--- src/rtl/cpu_pkg.sv ---
// ---------------------------------------------------------------------------
// cpu_pkg
//  Shared definitions for the LEGv8 5-stage core: datapath widths, the
//  ALU-op encodings handed to the ALU control decoder, the zero-register
//  index and the decoded control bundle carried down the pipeline.
//
//  Contents
//    DATA_W / OPC_W / REG_AW   operand, opcode-field and register-index widths
//    ALUOP_*                   2-bit alu_op encodings
//    XZR                       register index 31, hard-wired zero
//    ctrl_t                    packed per-instruction control bits
//    mask_ctrl()               zeroes a control bundle for an empty slot
// ---------------------------------------------------------------------------
package cpu_pkg;

    localparam int DATA_W = 64;
    localparam int OPC_W  = 11;
    localparam int REG_AW = 5;

    localparam logic [1:0] ALUOP_MEM   = 2'b00;
    localparam logic [1:0] ALUOP_CBZ   = 2'b01;
    localparam logic [1:0] ALUOP_RTYPE = 2'b10;

    localparam logic [REG_AW-1:0] XZR = 5'd31;

    typedef struct packed {
        logic [1:0] alu_op;
        logic       alu_src;
        logic       mem_read;
        logic       mem_write;
        logic       reg_write;
        logic       mem_to_reg;
        logic       branch;
    } ctrl_t;

    localparam ctrl_t CTRL_NOP = '0;

    // An empty slot must never carry side-effecting control into EX, so
    // the whole bundle is dropped rather than individual bits.
    function automatic ctrl_t mask_ctrl(input ctrl_t c, input logic valid);
        return valid ? c : CTRL_NOP;
    endfunction

endpackage

--- src/rtl/id_ex_stage_reg_if.sv ---
// ---------------------------------------------------------------------------
// id_ex_stage_reg_if
//  Bundle between decode / pipeline control and the ID/EX register.
//
//  Signals
//    id_*      decoded instruction fields presented by the ID stage
//    flush     taken branch resolved downstream, kill ID/EX contents
//    ex_hold   EX cannot accept, freeze ID/EX
//    ex_*      registered copies of the id_* fields driving EX
//    hz_stall  combinational request to hold PC and IF/ID this cycle
//
//  Modports
//    master    decode / hazard-control side (drives id_*, flush, ex_hold)
//    slave     the ID/EX register itself (drives ex_*, hz_stall)
// ---------------------------------------------------------------------------
interface id_ex_stage_reg_if;
    import cpu_pkg::*;

    logic              id_valid;
    logic [OPC_W-1:0]  id_opcode;
    logic [1:0]        id_alu_op;
    logic              id_alu_src;
    logic              id_mem_read;
    logic              id_mem_write;
    logic              id_reg_write;
    logic              id_mem_to_reg;
    logic              id_branch;
    logic              id_uses_rm;
    logic [DATA_W-1:0] id_rd_data1;
    logic [DATA_W-1:0] id_rd_data2;
    logic [DATA_W-1:0] id_imm;
    logic [REG_AW-1:0] id_rn;
    logic [REG_AW-1:0] id_rm;
    logic [REG_AW-1:0] id_rd;

    logic              flush;
    logic              ex_hold;

    logic              ex_valid;
    logic [OPC_W-1:0]  ex_opcode;
    logic [1:0]        ex_alu_op;
    logic              ex_alu_src;
    logic              ex_mem_read;
    logic              ex_mem_write;
    logic              ex_reg_write;
    logic              ex_mem_to_reg;
    logic              ex_branch;
    logic [DATA_W-1:0] ex_rd_data1;
    logic [DATA_W-1:0] ex_rd_data2;
    logic [DATA_W-1:0] ex_imm;
    logic [REG_AW-1:0] ex_rn;
    logic [REG_AW-1:0] ex_rm;
    logic [REG_AW-1:0] ex_rd;

    logic              hz_stall;

    modport master (
        output id_valid, id_opcode, id_alu_op, id_alu_src, id_mem_read,
               id_mem_write, id_reg_write, id_mem_to_reg, id_branch,
               id_uses_rm, id_rd_data1, id_rd_data2, id_imm,
               id_rn, id_rm, id_rd, flush, ex_hold,
        input  ex_valid, ex_opcode, ex_alu_op, ex_alu_src, ex_mem_read,
               ex_mem_write, ex_reg_write, ex_mem_to_reg, ex_branch,
               ex_rd_data1, ex_rd_data2, ex_imm, ex_rn, ex_rm, ex_rd,
               hz_stall
    );

    modport slave (
        input  id_valid, id_opcode, id_alu_op, id_alu_src, id_mem_read,
               id_mem_write, id_reg_write, id_mem_to_reg, id_branch,
               id_uses_rm, id_rd_data1, id_rd_data2, id_imm,
               id_rn, id_rm, id_rd, flush, ex_hold,
        output ex_valid, ex_opcode, ex_alu_op, ex_alu_src, ex_mem_read,
               ex_mem_write, ex_reg_write, ex_mem_to_reg, ex_branch,
               ex_rd_data1, ex_rd_data2, ex_imm, ex_rn, ex_rm, ex_rd,
               hz_stall
    );

endinterface

--- src/rtl/id_ex_hazard.sv ---
// ---------------------------------------------------------------------------
// id_ex_hazard
//  Combinational load-use detector. Flags the case where the instruction
//  in EX is a load whose destination is read by the instruction in decode;
//  the load data is not available for forwarding until after MEM, so one
//  bubble is needed.
//
//  Configuration macro: HAZARD_DETECT_EN
//    defined   : detection active
//    undefined : hazard tied low, load-use gaps are the compiler's job
//
//  Ports
//    ex_valid, ex_mem_read, ex_rd   in   state of the load in EX
//    id_valid, id_rn, id_rm         in   decode slot and its source indices
//    id_uses_rm                     in   decode instruction actually reads Rm
//    hazard                         out  load-use dependency this cycle
// ---------------------------------------------------------------------------
module id_ex_hazard
    import cpu_pkg::*;
(
    input  logic              ex_valid,
    input  logic              ex_mem_read,
    input  logic [REG_AW-1:0] ex_rd,
    input  logic              id_valid,
    input  logic [REG_AW-1:0] id_rn,
    input  logic [REG_AW-1:0] id_rm,
    input  logic              id_uses_rm,
    output logic              hazard
);

`ifdef HAZARD_DETECT_EN
    // A load into XZR writes nothing, so it can never feed a dependent.
    // Rm only matters for instructions that really read it (ADDI etc.
    // carry an immediate in that field).
    assign hazard = ex_valid & ex_mem_read & (ex_rd != XZR) & id_valid &
                    ((ex_rd == id_rn) | (id_uses_rm & (ex_rd == id_rm)));
`else
    logic unused_hz_inputs;
    assign unused_hz_inputs = ^{ex_valid, ex_mem_read, ex_rd, id_valid,
                                id_rn, id_rm, id_uses_rm};
    assign hazard = 1'b0;
`endif

endmodule

--- src/rtl/id_ex_stage_reg.sv ---
// ---------------------------------------------------------------------------
// id_ex_stage_reg
//  ID/EX pipeline register of the 5-stage LEGv8 core. Latches decoded
//  control, operands and register indices, drives EX (including
//  opcode + alu_op into ALU control) and owns bubble insertion, flush,
//  hold and the upstream stall request.
//
//  Configuration macro: HAZARD_DETECT_EN (load-use detection in
//  id_ex_hazard). Without it hz_stall only reflects ex_hold.
//
//  Ports
//    clk      in     core clock, rising edge
//    reset_n  in     asynchronous active-low reset
//    bus      slave  id_* / flush / ex_hold in, ex_* / hz_stall out
//
//  Update priority each edge: flush > ex_hold > load-use bubble > load.
// ---------------------------------------------------------------------------
module id_ex_stage_reg
    import cpu_pkg::*;
(
    input  logic           clk,
    input  logic           reset_n,
    id_ex_stage_reg_if.slave bus
);

    ctrl_t             id_ctrl;
    ctrl_t             ex_ctrl;
    logic              ex_valid;
    logic [OPC_W-1:0]  ex_opcode;
    logic [DATA_W-1:0] ex_rd_data1;
    logic [DATA_W-1:0] ex_rd_data2;
    logic [DATA_W-1:0] ex_imm;
    logic [REG_AW-1:0] ex_rn;
    logic [REG_AW-1:0] ex_rm;
    logic [REG_AW-1:0] ex_rd;
    logic              hazard;

    assign id_ctrl = '{alu_op:     bus.id_alu_op,
                       alu_src:    bus.id_alu_src,
                       mem_read:   bus.id_mem_read,
                       mem_write:  bus.id_mem_write,
                       reg_write:  bus.id_reg_write,
                       mem_to_reg: bus.id_mem_to_reg,
                       branch:     bus.id_branch};

    id_ex_hazard u_hazard (
        .ex_valid    (ex_valid),
        .ex_mem_read (ex_ctrl.mem_read),
        .ex_rd       (ex_rd),
        .id_valid    (bus.id_valid),
        .id_rn       (bus.id_rn),
        .id_rm       (bus.id_rm),
        .id_uses_rm  (bus.id_uses_rm),
        .hazard      (hazard)
    );

    // Upstream stall request. A flush discards whatever decode holds, so
    // stalling it would be pointless; a hold must also freeze upstream or
    // the instruction in decode would be overwritten. Held low in reset so
    // the front end is not frozen by stale combinational terms.
    always_comb begin
        bus.hz_stall = 1'b0;
        if (reset_n && !bus.flush) begin
            bus.hz_stall = bus.ex_hold | hazard;
        end
    end

    // Pipeline register. A flush only needs to kill validity and the
    // control bits; stale data is harmless once nothing acts on it. The
    // bubble clears everything so EX sees a clean NOP, and because the
    // bubble has mem_read=0 the stalled instruction loads on the next edge.
    always_ff @(posedge clk or negedge reset_n) begin
        if (!reset_n) begin
            ex_valid    <= 1'b0;
            ex_ctrl     <= CTRL_NOP;
            ex_opcode   <= '0;
            ex_rd_data1 <= '0;
            ex_rd_data2 <= '0;
            ex_imm      <= '0;
            ex_rn       <= '0;
            ex_rm       <= '0;
            ex_rd       <= '0;
        end else if (bus.flush) begin
            ex_valid <= 1'b0;
            ex_ctrl  <= CTRL_NOP;
        end else if (!bus.ex_hold) begin
            if (hazard) begin
                ex_valid    <= 1'b0;
                ex_ctrl     <= CTRL_NOP;
                ex_opcode   <= '0;
                ex_rd_data1 <= '0;
                ex_rd_data2 <= '0;
                ex_imm      <= '0;
                ex_rn       <= '0;
                ex_rm       <= '0;
                ex_rd       <= '0;
            end else begin
                ex_valid    <= bus.id_valid;
                ex_ctrl     <= mask_ctrl(id_ctrl, bus.id_valid);
                ex_opcode   <= bus.id_opcode;
                ex_rd_data1 <= bus.id_rd_data1;
                ex_rd_data2 <= bus.id_rd_data2;
                ex_imm      <= bus.id_imm;
                ex_rn       <= bus.id_rn;
                ex_rm       <= bus.id_rm;
                ex_rd       <= bus.id_rd;
            end
        end
    end

    assign bus.ex_valid      = ex_valid;
    assign bus.ex_opcode     = ex_opcode;
    assign bus.ex_alu_op     = ex_ctrl.alu_op;
    assign bus.ex_alu_src    = ex_ctrl.alu_src;
    assign bus.ex_mem_read   = ex_ctrl.mem_read;
    assign bus.ex_mem_write  = ex_ctrl.mem_write;
    assign bus.ex_reg_write  = ex_ctrl.reg_write;
    assign bus.ex_mem_to_reg = ex_ctrl.mem_to_reg;
    assign bus.ex_branch     = ex_ctrl.branch;
    assign bus.ex_rd_data1   = ex_rd_data1;
    assign bus.ex_rd_data2   = ex_rd_data2;
    assign bus.ex_imm        = ex_imm;
    assign bus.ex_rn         = ex_rn;
    assign bus.ex_rm         = ex_rm;
    assign bus.ex_rd         = ex_rd;

endmodule
--- src/flat_wrapper.sv ---
// flat-port wrapper written by rule: the top's interface ports become plain ports
module id_ex_stage_reg_flat import cpu_pkg::*;
  (clk, reset_n, bus_id_valid, bus_id_opcode, bus_id_alu_op, bus_id_alu_src, bus_id_mem_read, bus_id_mem_write, bus_id_reg_write, bus_id_mem_to_reg, bus_id_branch, bus_id_uses_rm, bus_id_rd_data1, bus_id_rd_data2, bus_id_imm, bus_id_rn, bus_id_rm, bus_id_rd, bus_flush, bus_ex_hold, bus_ex_valid, bus_ex_opcode, bus_ex_alu_op, bus_ex_alu_src, bus_ex_mem_read, bus_ex_mem_write, bus_ex_reg_write, bus_ex_mem_to_reg, bus_ex_branch, bus_ex_rd_data1, bus_ex_rd_data2, bus_ex_imm, bus_ex_rn, bus_ex_rm, bus_ex_rd, bus_hz_stall);
  id_ex_stage_reg_if bus_i ();
  input  logic clk;
  input  logic reset_n;
  input wire logic [$bits(bus_i.id_valid)-1:0] bus_id_valid;
  input wire logic [$bits(bus_i.id_opcode)-1:0] bus_id_opcode;
  input wire logic [$bits(bus_i.id_alu_op)-1:0] bus_id_alu_op;
  input wire logic [$bits(bus_i.id_alu_src)-1:0] bus_id_alu_src;
  input wire logic [$bits(bus_i.id_mem_read)-1:0] bus_id_mem_read;
  input wire logic [$bits(bus_i.id_mem_write)-1:0] bus_id_mem_write;
  input wire logic [$bits(bus_i.id_reg_write)-1:0] bus_id_reg_write;
  input wire logic [$bits(bus_i.id_mem_to_reg)-1:0] bus_id_mem_to_reg;
  input wire logic [$bits(bus_i.id_branch)-1:0] bus_id_branch;
  input wire logic [$bits(bus_i.id_uses_rm)-1:0] bus_id_uses_rm;
  input wire logic [$bits(bus_i.id_rd_data1)-1:0] bus_id_rd_data1;
  input wire logic [$bits(bus_i.id_rd_data2)-1:0] bus_id_rd_data2;
  input wire logic [$bits(bus_i.id_imm)-1:0] bus_id_imm;
  input wire logic [$bits(bus_i.id_rn)-1:0] bus_id_rn;
  input wire logic [$bits(bus_i.id_rm)-1:0] bus_id_rm;
  input wire logic [$bits(bus_i.id_rd)-1:0] bus_id_rd;
  input wire logic [$bits(bus_i.flush)-1:0] bus_flush;
  input wire logic [$bits(bus_i.ex_hold)-1:0] bus_ex_hold;
  output wire logic [$bits(bus_i.ex_valid)-1:0] bus_ex_valid;
  output wire logic [$bits(bus_i.ex_opcode)-1:0] bus_ex_opcode;
  output wire logic [$bits(bus_i.ex_alu_op)-1:0] bus_ex_alu_op;
  output wire logic [$bits(bus_i.ex_alu_src)-1:0] bus_ex_alu_src;
  output wire logic [$bits(bus_i.ex_mem_read)-1:0] bus_ex_mem_read;
  output wire logic [$bits(bus_i.ex_mem_write)-1:0] bus_ex_mem_write;
  output wire logic [$bits(bus_i.ex_reg_write)-1:0] bus_ex_reg_write;
  output wire logic [$bits(bus_i.ex_mem_to_reg)-1:0] bus_ex_mem_to_reg;
  output wire logic [$bits(bus_i.ex_branch)-1:0] bus_ex_branch;
  output wire logic [$bits(bus_i.ex_rd_data1)-1:0] bus_ex_rd_data1;
  output wire logic [$bits(bus_i.ex_rd_data2)-1:0] bus_ex_rd_data2;
  output wire logic [$bits(bus_i.ex_imm)-1:0] bus_ex_imm;
  output wire logic [$bits(bus_i.ex_rn)-1:0] bus_ex_rn;
  output wire logic [$bits(bus_i.ex_rm)-1:0] bus_ex_rm;
  output wire logic [$bits(bus_i.ex_rd)-1:0] bus_ex_rd;
  output wire logic [$bits(bus_i.hz_stall)-1:0] bus_hz_stall;
  assign bus_i.id_valid = bus_id_valid;
  assign bus_i.id_opcode = bus_id_opcode;
  assign bus_i.id_alu_op = bus_id_alu_op;
  assign bus_i.id_alu_src = bus_id_alu_src;
  assign bus_i.id_mem_read = bus_id_mem_read;
  assign bus_i.id_mem_write = bus_id_mem_write;
  assign bus_i.id_reg_write = bus_id_reg_write;
  assign bus_i.id_mem_to_reg = bus_id_mem_to_reg;
  assign bus_i.id_branch = bus_id_branch;
  assign bus_i.id_uses_rm = bus_id_uses_rm;
  assign bus_i.id_rd_data1 = bus_id_rd_data1;
  assign bus_i.id_rd_data2 = bus_id_rd_data2;
  assign bus_i.id_imm = bus_id_imm;
  assign bus_i.id_rn = bus_id_rn;
  assign bus_i.id_rm = bus_id_rm;
  assign bus_i.id_rd = bus_id_rd;
  assign bus_i.flush = bus_flush;
  assign bus_i.ex_hold = bus_ex_hold;
  assign bus_ex_valid = bus_i.ex_valid;
  assign bus_ex_opcode = bus_i.ex_opcode;
  assign bus_ex_alu_op = bus_i.ex_alu_op;
  assign bus_ex_alu_src = bus_i.ex_alu_src;
  assign bus_ex_mem_read = bus_i.ex_mem_read;
  assign bus_ex_mem_write = bus_i.ex_mem_write;
  assign bus_ex_reg_write = bus_i.ex_reg_write;
  assign bus_ex_mem_to_reg = bus_i.ex_mem_to_reg;
  assign bus_ex_branch = bus_i.ex_branch;
  assign bus_ex_rd_data1 = bus_i.ex_rd_data1;
  assign bus_ex_rd_data2 = bus_i.ex_rd_data2;
  assign bus_ex_imm = bus_i.ex_imm;
  assign bus_ex_rn = bus_i.ex_rn;
  assign bus_ex_rm = bus_i.ex_rm;
  assign bus_ex_rd = bus_i.ex_rd;
  assign bus_hz_stall = bus_i.hz_stall;
  id_ex_stage_reg u_core (.clk(clk), .reset_n(reset_n), .bus(bus_i));
endmodule
--- config.mk ---
export PLATFORM = sky130hd
export DESIGN_NAME = id_ex_stage_reg_flat
export DESIGN_NICKNAME = d
export VERILOG_FILES = /design/src/rtl/cpu_pkg.sv /design/src/rtl/id_ex_stage_reg_if.sv /design/src/rtl/id_ex_hazard.sv /design/src/rtl/id_ex_stage_reg.sv /design/src/flat_wrapper.sv
export SDC_FILE = /design/constraint.sdc
export NUM_CORES = 1
export LEC_CHECK = 0
export ABC_CLOCK_PERIOD_IN_PS = 850
export CAP_MARGIN = 40
export CORE_AREA = 2 2 179 181
export DETAILED_ROUTE_END_ITERATION = 7
export DIE_AREA = 0 0 181 183
export PLACE_DENSITY = 0.72
export SETUP_SLACK_MARGIN = 0.15
export SYNTH_ARGS = -nofsm -noshare
export SYNTH_HDL_FRONTEND = slang
export SYNTH_SLANG_ARGS = --single-unit
--- constraint.sdc ---
create_clock -name clk -period 0.85 [get_ports clk]
set_input_delay 0.1275 -clock clk [delete_from_list [all_inputs] [get_ports clk]]
set_output_delay 0.1275 -clock clk [all_outputs]
set_load 0.01 [all_outputs]
* Word-level counts from Yosys, hierarchy flattened
Cells that the tools add are included.
** Storage, ports and cells
- Output and inout bits :: 228
- Memories kept :: 0
- Bits in writable memories :: 0
- Register bits after elaboration :: 227
- Word-level logic and storage cells :: 27
- Bits in latches :: 0
- Memory bits (read-only) :: 0
** Cells by class
- $add $sub $neg :: 0
- Shifts and indexed selects :: 0
- Multiply operators :: 0
- Div/mod/pow operators :: 0
- Bitwise operators :: 2
- Order comparisons :: 0
- Multiplexer cells :: 6
- Reductions and logical operators :: 3
- Equal/unequal tests :: 1
** Operators by type and width (number)
- two-way mux 8 bit :: 3
- two-way mux 1 bit :: 3
- inequality test 2 bit (second input constant) :: 1
- inverter 1 bit :: 2
- AND reduction 2 bit :: 1
- logical AND 1 bit :: 1
- zero test 1 bit :: 1

* Depth between registers and ports, before layout
Gate-level depths: netlist (run 1).
- Depth in word-level cells :: 3
- Gate-level depth with buffers :: 5

* Cells and area by module
Synthesis (run 1) repeated with hierarchy kept, for this count alone.
** Second synthesis, totals
- Cell total of the unflattened synthesis :: 1013
- Area, all modules :: 9899.5 um^2
** Modules (own cells, without submodules)
- id_ex_stage_reg :: times used 1, cells an instance 1011, sequential area each 5680.4 um^2, area each 9888.2 um^2
- id_ex_hazard :: times used 1, cells an instance 2, sequential area each 0.0 um^2, area each 11.3 um^2

* Worst setup path after synthesis (run 1)
Ideal clock, no wire load.
- Path type :: input to register
- Start point :: input bus_ex_hold
- End point :: register u_core.ex_imm[47] (netlist: u_core.bus.ex_imm[47])
- Stages on the path :: 5
- Slack :: -0.351 ns
- Arrival :: 1.073 ns
- Setup time :: 0.127 ns
- Cell sequence :: buf_2 -> nor2_4 -> buf_4 -> buf_6 -> mux2_1
** Between the ends
- Longest elaborated chain between the ends :: 2
** RTL lines
- from (decl) :: RTL line flat_wrapper.sv:24 : input wire logic [$bits(bus_i.ex_hold)-1:0] bus_ex_hold;
- inverter 1 bit (no line)
- AND reduction 2 bit (no line)
- to (signal assigned) :: RTL line id_ex_stage_reg.sv:103 : ex_imm <= bus.id_imm;
- to (decl) :: RTL line id_ex_stage_reg.sv:32 : logic [DATA_W-1:0] ex_imm;
No other way between the ends.
A chain may end at the register's enable or synchronous reset.

* Worst setup path after layout (run 1)
- Start point :: register u_core.ex_ctrl, in the netlist u_core.bus.ex_alu_op[0]
- End point :: output bus_ex_alu_op[0]
** RTL lines
- from (decl) :: RTL line id_ex_stage_reg.sv:27 : ctrl_t ex_ctrl;
- from (signal assigned) :: RTL line id_ex_stage_reg.sv:99 : ex_ctrl <= mask_ctrl(id_ctrl, bus.id_valid);
- to (decl) :: RTL line flat_wrapper.sv:27 : output wire logic [$bits(bus_i.ex_alu_op)-1:0] bus_ex_alu_op;
No word-level cell between the ends.

==> out/metrics.yaml, run 1 <==
place_ws_ns: -0.921
violations: "hold timing, setup timing"
antenna_found_initial: 0
rsz0062_at_grt: "true"
endpoint: "bus_ex_alu_op[0]"
placed_cells: 1362
synth-simple-area-share_pct: 0.590
first_pass_iters: 6
track_usage_pct: 17.1
diodes: 0
worstMarginPinSlew_ns: 0.605
synthAdderAreaFrac_pct: 0
final_area_sq_um: 17000
hold_class: "in -> async"
num_rows: 65
crit_start: "u_core.bus.ex_alu_op[0]$_DFFE_PN0P_"
worst_r2r_path_depth: 4
initial_core_util_pct: 27.1
io_buffers: 458
hold_viol_final: 227
path_max_fanout: 2
clockPowerShare_pct: 31.3
dieWidth_um: 181
reg.largest.list: "u_core.bus.ex_imm x64, u_core.bus.ex_rd_data1 x64, u_core.bus.ex_rd_data2 x64"
synth_seq_cells: 227
wl_um: 30800
cpMaxStageDelayCell: "dfrtp_2"
drt-initial-drc-count: 206
combPwrFrac_pct: 29.1
r2r-end: "u_core.bus.ex_imm[50]$_DFFE_PN0P_"
r2r-start: "u_core.bus.ex_imm[50]$_DFFE_PN0P_"
core_area_sq_um: 31200
p_int_uw: 25300
synth_compound_area_share_pct: 0.827
fin_hold_ws_ns: -0.249
path_buf_inv: 1
grt_pass1_vias: 7302
wl_per_cell_um: 19.8
routed.top_layer: "met4"
syn_area_per_cell_sq_um: 17.4
postRouteAntennaNets: 0
cp.depth: 1
htree_num_levels: 1
drc: 0
vias: 6742
yosysMostFrequentCell: "dfrtp_1"
synth_area_sq_um: 8480
min_period_ns: 1.23
synth.distinct_cells: 16
cts_inserted_buffers: 25
slew_headroom_pct: 59.7
p_sw_uw: 8650
place_hpwl_um: 19300
drv_cap: 0
synth_commonest_cells: "dfrtp_1, mux2_2, mux2_1"
avgViaCountPerCell: 4.33
slew_violations: 0
placed_area_sq_um: 13800
seq_area_frac_synth_pct: 67.0
die_h_um: 183
fmax_mhz: 813
dominantRegCellSynth: "dfrtp_1"
nets: 1374
synth_edf_count: 0
route.met3.wl_um: 2460
cp-start-kind: "register"
final_cells: 1557
critical-path-max-stage-delay_ns: 0.45
synthMuxAreaShare_pct: 29.1
period_share_pct: 145
p_leak_uw: 0.00808
syn_inst: 488
wl_met2_um: 15100
drt-met1-wl_um: 12500
finClkSkew_ns: 0
grt_remaining_overflow: 0
setup_tns_ns: -92.20
path_cells: "buf_6"
cts_tree: "built"
netSwitchingFraction_pct: 25.4
yosys-top-cells-area: "dfrtp_1, mux2_2, mux2_1"
grt_pass1_wl_um: 44400
vdd_drop_max_mv: 1.43
path_delay_family: "flip-flops"
gp_congestion: 0.768
cts_sinks: 227
io_pins: 460
synth_top_area_share_pct: 67.0
nFillCells: 2432
critPathArrivalTime_ns: 1.10
holdBufCountCts: 1
p_seq_share_pct: 39.6
yosys_warnings: 0
status: "complete, but fails checks"
critical_path.endpoint_type: "primary output"
setup_slack_ns: -0.381
synth_fp_nets: 720
synthXorXnorAreaFrac_pct: 0
synth_top_family_by_area: "multiplexers"
crit_type: "reg -> out"
rrSetupSlack_ns: -0.25
cts.clk_slew.worst_paths_ns: 0.06
grt_max_degree: 105
synthArstFlopShare_pct: 100
area_growth_syn_to_layout_pct: 101
synth_area_leader_cell: "dfrtp_1"
power_density_nw_per_um2: 2000
drive_gt1_share_pct: 59.7
finalSetupViolations: 445
required_ns: 0.72
clk_latency_ns: 0.52
cts_buffer_depth: 3
die_area_sq_um: 33100
cts-root-buf: "clkbuf_16"
final_core_util_pct: 54.6
## cell families after synthesis
family | count (synthesis)
AND/OR/NAND/NOR | 8
multiplexers | 219
AO/OA/AOI/OAI | 8
buffers and inverters | 26
flip-flops | 227
## cells in the final DEF (no fill, tap or decap), types with 2 or more instances in the layout
cell type / n
buf_4: 82
clkinv_2: 4
clkdlybuf4s50_1: 227
mux2_2: 2
clkbuf_1: 2
dfrtp_1: 225
a21oi_2: 2
mux2_4: 216
buf_2: 121
buf_16: 19
a32o_1: 6
buf_6: 157
buf_8: 18
bufinv_16: 2
buf_12: 27
dfrtp_2: 2
clkbuf_8: 5
nand3b_1: 2
clkbuf_16: 26
## per-layer routing
metal	vias up	GRT usage [%]
li1	3034	-
met1	3347	21.1
met2	314	29.3
met3	47	5.10
met4	0	4.78
met5	-	0
## area by class of cell
cell class / instances / area (sq um) / area share, %
timing repair buffer: 653 / 6630 / 38.9
clock inverter: 8 / 96.3 / 0.565
sequential: 227 / 5680 / 33.4
clock buffer: 32 / 702 / 4.12
tap: 402 / 503 / 2.95
multi-input combinational: 235 / 3420 / 20.1
## worst min-delay path: cells and delay by family
family   cells  cell delay, ns
buf+inv      3            0.55
## through the flow
step	total power (uW)	hold slack, ns
after floorplan	15700	-0.168
after global placement	20800	0.339
after detailed placement	20900	0.322
after CTS	32600	-0.245
after global routing	35400	-0.212
final	34000	-0.249
## worst min-delay path by stage
stage	start	to	slack [ns]	cells after the start
after floorplan	reset_n	u_core.bus.ex_alu_op[0]$_DFFE_PN0P_	-0.17	0
after global placement	reset_n	u_core.bus.ex_rd_data2[31]$_DFFE_PN0P_	0.34	3
after detailed placement	reset_n	u_core.bus.ex_rd_data2[31]$_DFFE_PN0P_	0.32	3
after CTS	reset_n	u_core.bus.ex_rd_data2[31]$_DFFE_PN0P_	-0.25	3
final	reset_n	u_core.bus.ex_rd_data2[56]$_DFFE_PN0P_	-0.25	3
after global routing	reset_n	u_core.bus.ex_rd_data2[31]$_DFFE_PN0P_	-0.21	3
## power groups by stage
stage / combinational, uW / sequential [uW] / clock, uW
floorplan: 1630 / 14000 / 0
global placement: 7440 / 13300 / 0
detailed placement: 7520 / 13400 / 0
CTS: 8330 / 13300 / 10900
global route: 10400 / 13600 / 11300
finish: 9900 / 13400 / 10700
## what timing repair did
action	4_1_cts	5_1_grt
pin swaps	7	6
setup buffers	53	85
setup endpoints to repair	453	454
cloned	15	1
endpoints found under the hold margin	230	227
resized for setup	1251	137
No activity file was read; power rests on OpenSTA's default activity.
==> run 2, diff against run 1 <==
CAP_MARGIN = 10   (was 40)
CORE_AREA = 2 2 180 182   (was 2 2 179 181)
DIE_AREA = 0 0 182 184   (was 0 0 181 183)
PLACE_DENSITY = 0.76   (was 0.72)
REMOVE_ABC_BUFFERS = 1   (was not set)
SYNTH_HIERARCHICAL = 1   (was not set)
==> out/metrics.yaml, run 2 <==
final_cells: 1893
final_area_sq_um: 16700
first_pass_iters: 5
fmax_mhz: 818
synth_area_sq_um: 9900
path_max_fanout: 2
grt_max_degree: 229
cts_tree: "built"
syn_inst: 1013
grt_pass1_vias: 9471
yosysMostFrequentCell: "o21ai_0"
path_delay_family: "flip-flops"
io_pins: 460
postRouteAntennaNets: 0
synth.distinct_cells: 16
wl_per_cell_um: 20.5
path_cells: "buf_2"
synth_seq_cells: 227
wl_um: 38800
die_area_sq_um: 33500
clk_latency_ns: 0.53
synth_top_area_share_pct: 57.4
period_share_pct: 144
finClkSkew_ns: 0
setup_tns_ns: -73.74
core_area_sq_um: 31400
synth_area_leader_cell: "dfrtp_1"
place_hpwl_um: 22100
dominantRegCellSynth: "dfrtp_1"
drc: 0
r2r-end: "u_core/bus.ex_rd_data2[8]$_DFFE_PN0P_"
num_rows: 65
yosys-top-cells-area: "dfrtp_1, o21ai_0, nand2b_1"
cts.clk_slew.worst_paths_ns: 0.06
fin_hold_ws_ns: -0.278
finalSetupViolations: 230
dieWidth_um: 182
grt_remaining_overflow: 0
critical_path.endpoint_type: "primary output"
worstMarginPinSlew_ns: 0.720
placed_cells: 1791
slew_headroom_pct: 52.0
status: "complete, but fails checks"
hold_class: "in -> async"
area_growth_syn_to_layout_pct: 68.9
vias: 9658
avgViaCountPerCell: 5.10
die_h_um: 184
path_buf_inv: 1
nFillCells: 2703
violations: "hold timing, setup timing"
synth_commonest_cells: "o21ai_0, dfrtp_1, nand2b_1"
antenna_found_initial: 3
cp-start-kind: "register"
synth_edf_count: 0
min_period_ns: 1.22
initial_core_util_pct: 31.5
crit_type: "reg -> out"
grt_pass1_wl_um: 54700
cts-root-buf: "clkbuf_16"
required_ns: 0.72
slew_violations: 0
rrSetupSlack_ns: -0.03
final_cell_mix: "clkdlybuf4s50_1, o21ai_1, dfrtp_1"
synthArstFlopShare_pct: 100
place_ws_ns: -0.673
r2r-start: "u_core/bus.ex_rd_data2[8]$_DFFE_PN0P_"
io_buffers: 458
drive_gt1_share_pct: 31.8
worst_r2r_path_depth: 4
hold_viol_final: 227
setup_slack_ns: -0.372
yosys_warnings: 6
nets: 1705
cp.depth: 1
htree_num_levels: 1
placed_area_sq_um: 14800
reg.largest.list: "u_core/bus.ex_imm x64, u_core/bus.ex_rd_data1 x64, u_core/bus.ex_rd_data2 x64"
syn_area_per_cell_sq_um: 9.77
track_usage_pct: 20.4
vdd_drop_max_mv: 1.27
cpMaxStageDelayCell: "dfrtp_1"
crit_start: "u_core/bus.ex_rd_data1[43]$_DFFE_PN0P_"
rsz0062_at_grt: "true"
p_leak_uw: 0.00736
cts_inserted_buffers: 26
power_density_nw_per_um2: 1820
drt-initial-drc-count: 620
drv_cap: 0
critical-path-max-stage-delay_ns: 0.41
critPathArrivalTime_ns: 1.09
cts_buffer_depth: 3
cts_sinks: 227
seq_area_frac_synth_pct: 57.4
gp_congestion: 0.766
## run 2: cell types whose count changed after synthesis, moves of 8 or more
cell	previous run	this run
clkbuf_1	1	82
nand4bb_1	0	8
o21ai_1	0	121
o21ai_0	0	315
nand2b_1	0	218
mux2_1	103	0
mux2_2	115	0
## run 2: worst max path at each step
stage,slack [ns],end
after global routing,-0.42,bus_ex_imm[21]
after floorplan,-2.95,u_core/bus.ex_imm[0]$_DFFE_PN0P_
after global placement,-0.71,bus_hz_stall
after CTS,-0.41,bus_ex_rd_data1[43]
final,-0.37,bus_ex_rd_data1[43]
after detailed placement,-0.67,bus_hz_stall
## run 2: per-layer routing
metal | share of wire, % | vias to the layer above | global-route usage (%)
met5 | 0 | - | 0
met4 | 3.3 | 0 | 6.77
met3 | 8.7 | 89 | 5.51
met2 | 48 | 462 | 33.9
met1 | 40 | 4716 | 25.8
li1 | - | 4391 | -
## run 2: cell type report
cell class,count,area [sq um],area share (%)
Multi-Input combinational cell,685,4280,25.6
Clock buffer,38,777,4.65
Tap cell,402,503,3.01
Timing Repair Buffer,533,5440,32.5
Clock inverter,5,31.3,0.187
Antenna cell,3,7.51,0.0449
Sequential cell,227,5680,34.0
## run 2: cell families (layout without fill, tap and decap cells)
group,count (synthesis),after routing,share of synthesized area (%)
buffers and inverters,101,576,4.79
AO/OA/AOI/OAI,445,445,22.5
AND/OR/NAND/NOR,239,239,15.3
flip-flops,227,227,57.4
other,1,4,0.0379
## run 2: power breakdown
part           switching, uW  internal [uW]  total, uW
Combinational           3300           3790       7090
Sequential               697          11900      12600
Clock                   4490           6270      10800
Total                   8490          22000      30400
## run 2: through the flow
step                      hold WS (ns)  util (%)  total power (uW)
after floorplan                 -0.168         -             14400
after global placement           0.339      47.1             18700
after detailed placement         0.350      47.1             18900
after CTS                       -0.224      49.3             29500
after global routing            -0.210      53.2             31800
final                           -0.278      53.3             30400
## run 2: timing repair
action                     in CTS  in global routing
hold endpoints to repair      227                227
pin swaps                       4                 45
setup endpoints to repair     438                433
buffers inserted               19                 15
cloned                          8                 14
resized for setup            1084                379
==> run 3, diff against run 2 <==
REMOVE_ABC_BUFFERS = not set   (was 1)
SLEW_MARGIN = 20   (was not set)
==> out/metrics.yaml, run 3 (synthesized netlist as in run 2, its figures left out) <==
p_seq_share_pct: 41.0
gp_congestion: 0.788
final_common_cell: "o21ai_1"
nets: 1674
vdd_drop_max_mv: 1.36
cpMaxStageDelayCell: "dfrtp_1"
antenna_found_initial: 1
final_area_sq_um: 15700
setup_slack_ns: -0.366
worstMarginPinSlew_ns: 0.666
critical-path-max-stage-delay_ns: 0.41
cts.clk_slew.worst_paths_ns: 0.06
critPathArrivalTime_ns: 1.09
finalSetupViolations: 228
vias: 9188
required_ns: 0.72
core_area_sq_um: 31400
drive_gt1_share_pct: 23.3
drt-initial-drc-count: 469
dieWidth_um: 182
path_max_fanout: 2
violations: "hold timing, setup timing"
cts_tree: "built"
reg.largest.list: "u_core/bus.ex_imm x64, u_core/bus.ex_rd_data1 x64, u_core/bus.ex_rd_data2 x64"
crit_type: "reg -> out"
finClkSkew_ns: 0
cts_buffer_depth: 3
io_pins: 460
clk_latency_ns: 0.52
die_h_um: 184
placed_area_sq_um: 15000
cts_sinks: 227
nFillCells: 2851
avgViaCountPerCell: 4.93
area_growth_syn_to_layout_pct: 58.3
synth_fp_nets: 1245
netSwitchingFraction_pct: 26.5
place_hpwl_um: 23000
grt_pass1_vias: 9381
grt_pass1_wl_um: 52100
track_usage_pct: 19.3
critical_path.endpoint_type: "primary output"
slew_headroom_pct: 55.6
final_core_util_pct: 49.9
path_delay_family: "flip-flops"
period_share_pct: 143
first_pass_iters: 5
wl_per_cell_um: 18.1
path_cells: "buf_2"
drc: 0
power_density_nw_per_um2: 1950
rsz0062_at_grt: "true"
status: "complete, but fails checks"
wl_um: 33800
initial_core_util_pct: 31.5
cts_inserted_buffers: 26
postRouteAntennaNets: 0
clockPowerShare_pct: 38.6
num_rows: 65
hold_viol_final: 230
setup_tns_ns: -72.67
p_leak_uw: 0.00691
power_uw: 30600
grt_remaining_overflow: 0
p_int_uw: 22500
io_buffers: 458
hold_class: "in -> async"
grt_max_degree: 229
cts-root-buf: "clkbuf_16"
htree_num_levels: 1
p_sw_uw: 8100
fmax_mhz: 823
min_period_ns: 1.22
combPwrFrac_pct: 20.3
drv_cap: 0
final_cell_mix: "o21ai_1, clkdlybuf4s50_1, dfrtp_1"
fin_hold_ws_ns: -0.244
slew_violations: 0
path_buf_inv: 1
die_area_sq_um: 33500
cp-start-kind: "register"
-- run 3: cell count changes in the layout (fill, tap and decap cells not counted), moves of 6 or more --
cell,before,now
buf_6,153,125
o21ai_1,227,335
o21ai_4,6,0
buf_16,11,0
buf_2,107,115
buf_4,10,16
clkbuf_16,35,27
o21ai_2,110,13
-- run 3: power groups by stage --
stage	Combinational, uW	Sequential (uW)	Clock (uW)
after floorplan	1660	13100	0
after global placement	6270	12600	0
after detailed placement	6360	12600	0
after CTS	5810	12500	12100
after global routing	6730	12700	12600
final	6220	12500	11800
-- run 3: routing by layer --
layer	track usage, %	vias to the layer above	share of wire, %
met5	0	-	0
met4	6.97	0	3.3
met3	4.83	80	7.8
met2	32.3	377	49
met1	24.4	4411	40
li1	-	4320	-
-- run 3: layout make-up --
class | count | area (sq um) | area share (%)
diodes | 1 | 2.50 | 0.0160
clock buffers | 37 | 773 | 4.93
clock inverters | 11 | 140 | 0.894
multi-input cells | 685 | 3830 | 24.5
flip-flops and latches | 227 | 5680 | 36.2
well taps | 402 | 503 | 3.21
repair buffers | 502 | 4740 | 30.2
-- run 3: timing repair --
item | 4_1_cts | 5_1_grt
pin swaps | 1 | 1
endpoints found under the setup margin | 242 | 388
gates resized for setup | 1033 | 274
endpoints found under the hold margin | 235 | 234
setup buffers | 6 | 8
-- run 3: worst paths after layout --
path	startpoint	to	slack [ns]	depth (start not counted)
max in group asynchronous	reset_n	u_core/bus.ex_rd_data1[14]$_DFFE_PN0P_	0.53	3
worst min register to register	u_core/bus.ex_imm[15]$_DFFE_PN0P_	u_core/bus.ex_imm[15]$_DFFE_PN0P_	0.50	2
min in group clk	bus_flush	u_core/bus.ex_mem_to_reg$_DFFE_PN0P_	-0.01	3
worst min-delay path	reset_n	u_core/bus.ex_imm[62]$_DFFE_PN0P_	-0.24	3
worst max register to register	u_core/bus.ex_rd[4]$_DFFE_PN0P_	u_core/bus.ex_rd[4]$_DFFE_PN0P_	-0.03	4
worst max-delay path	u_core/bus.ex_rd_data2[39]$_DFFE_PN0P_	bus_ex_rd_data2[39]	-0.37	1
-- run 3: stage by stage --
step           instances  setup WS, ns
2_1_floorplan       1013       -0.0953
3_3_place_gp        1802        -0.373
3_5_place_dp        1802        -0.418
4_1_cts             1856        -0.382
5_1_grt             1865        -0.397
6_report            1865        -0.366
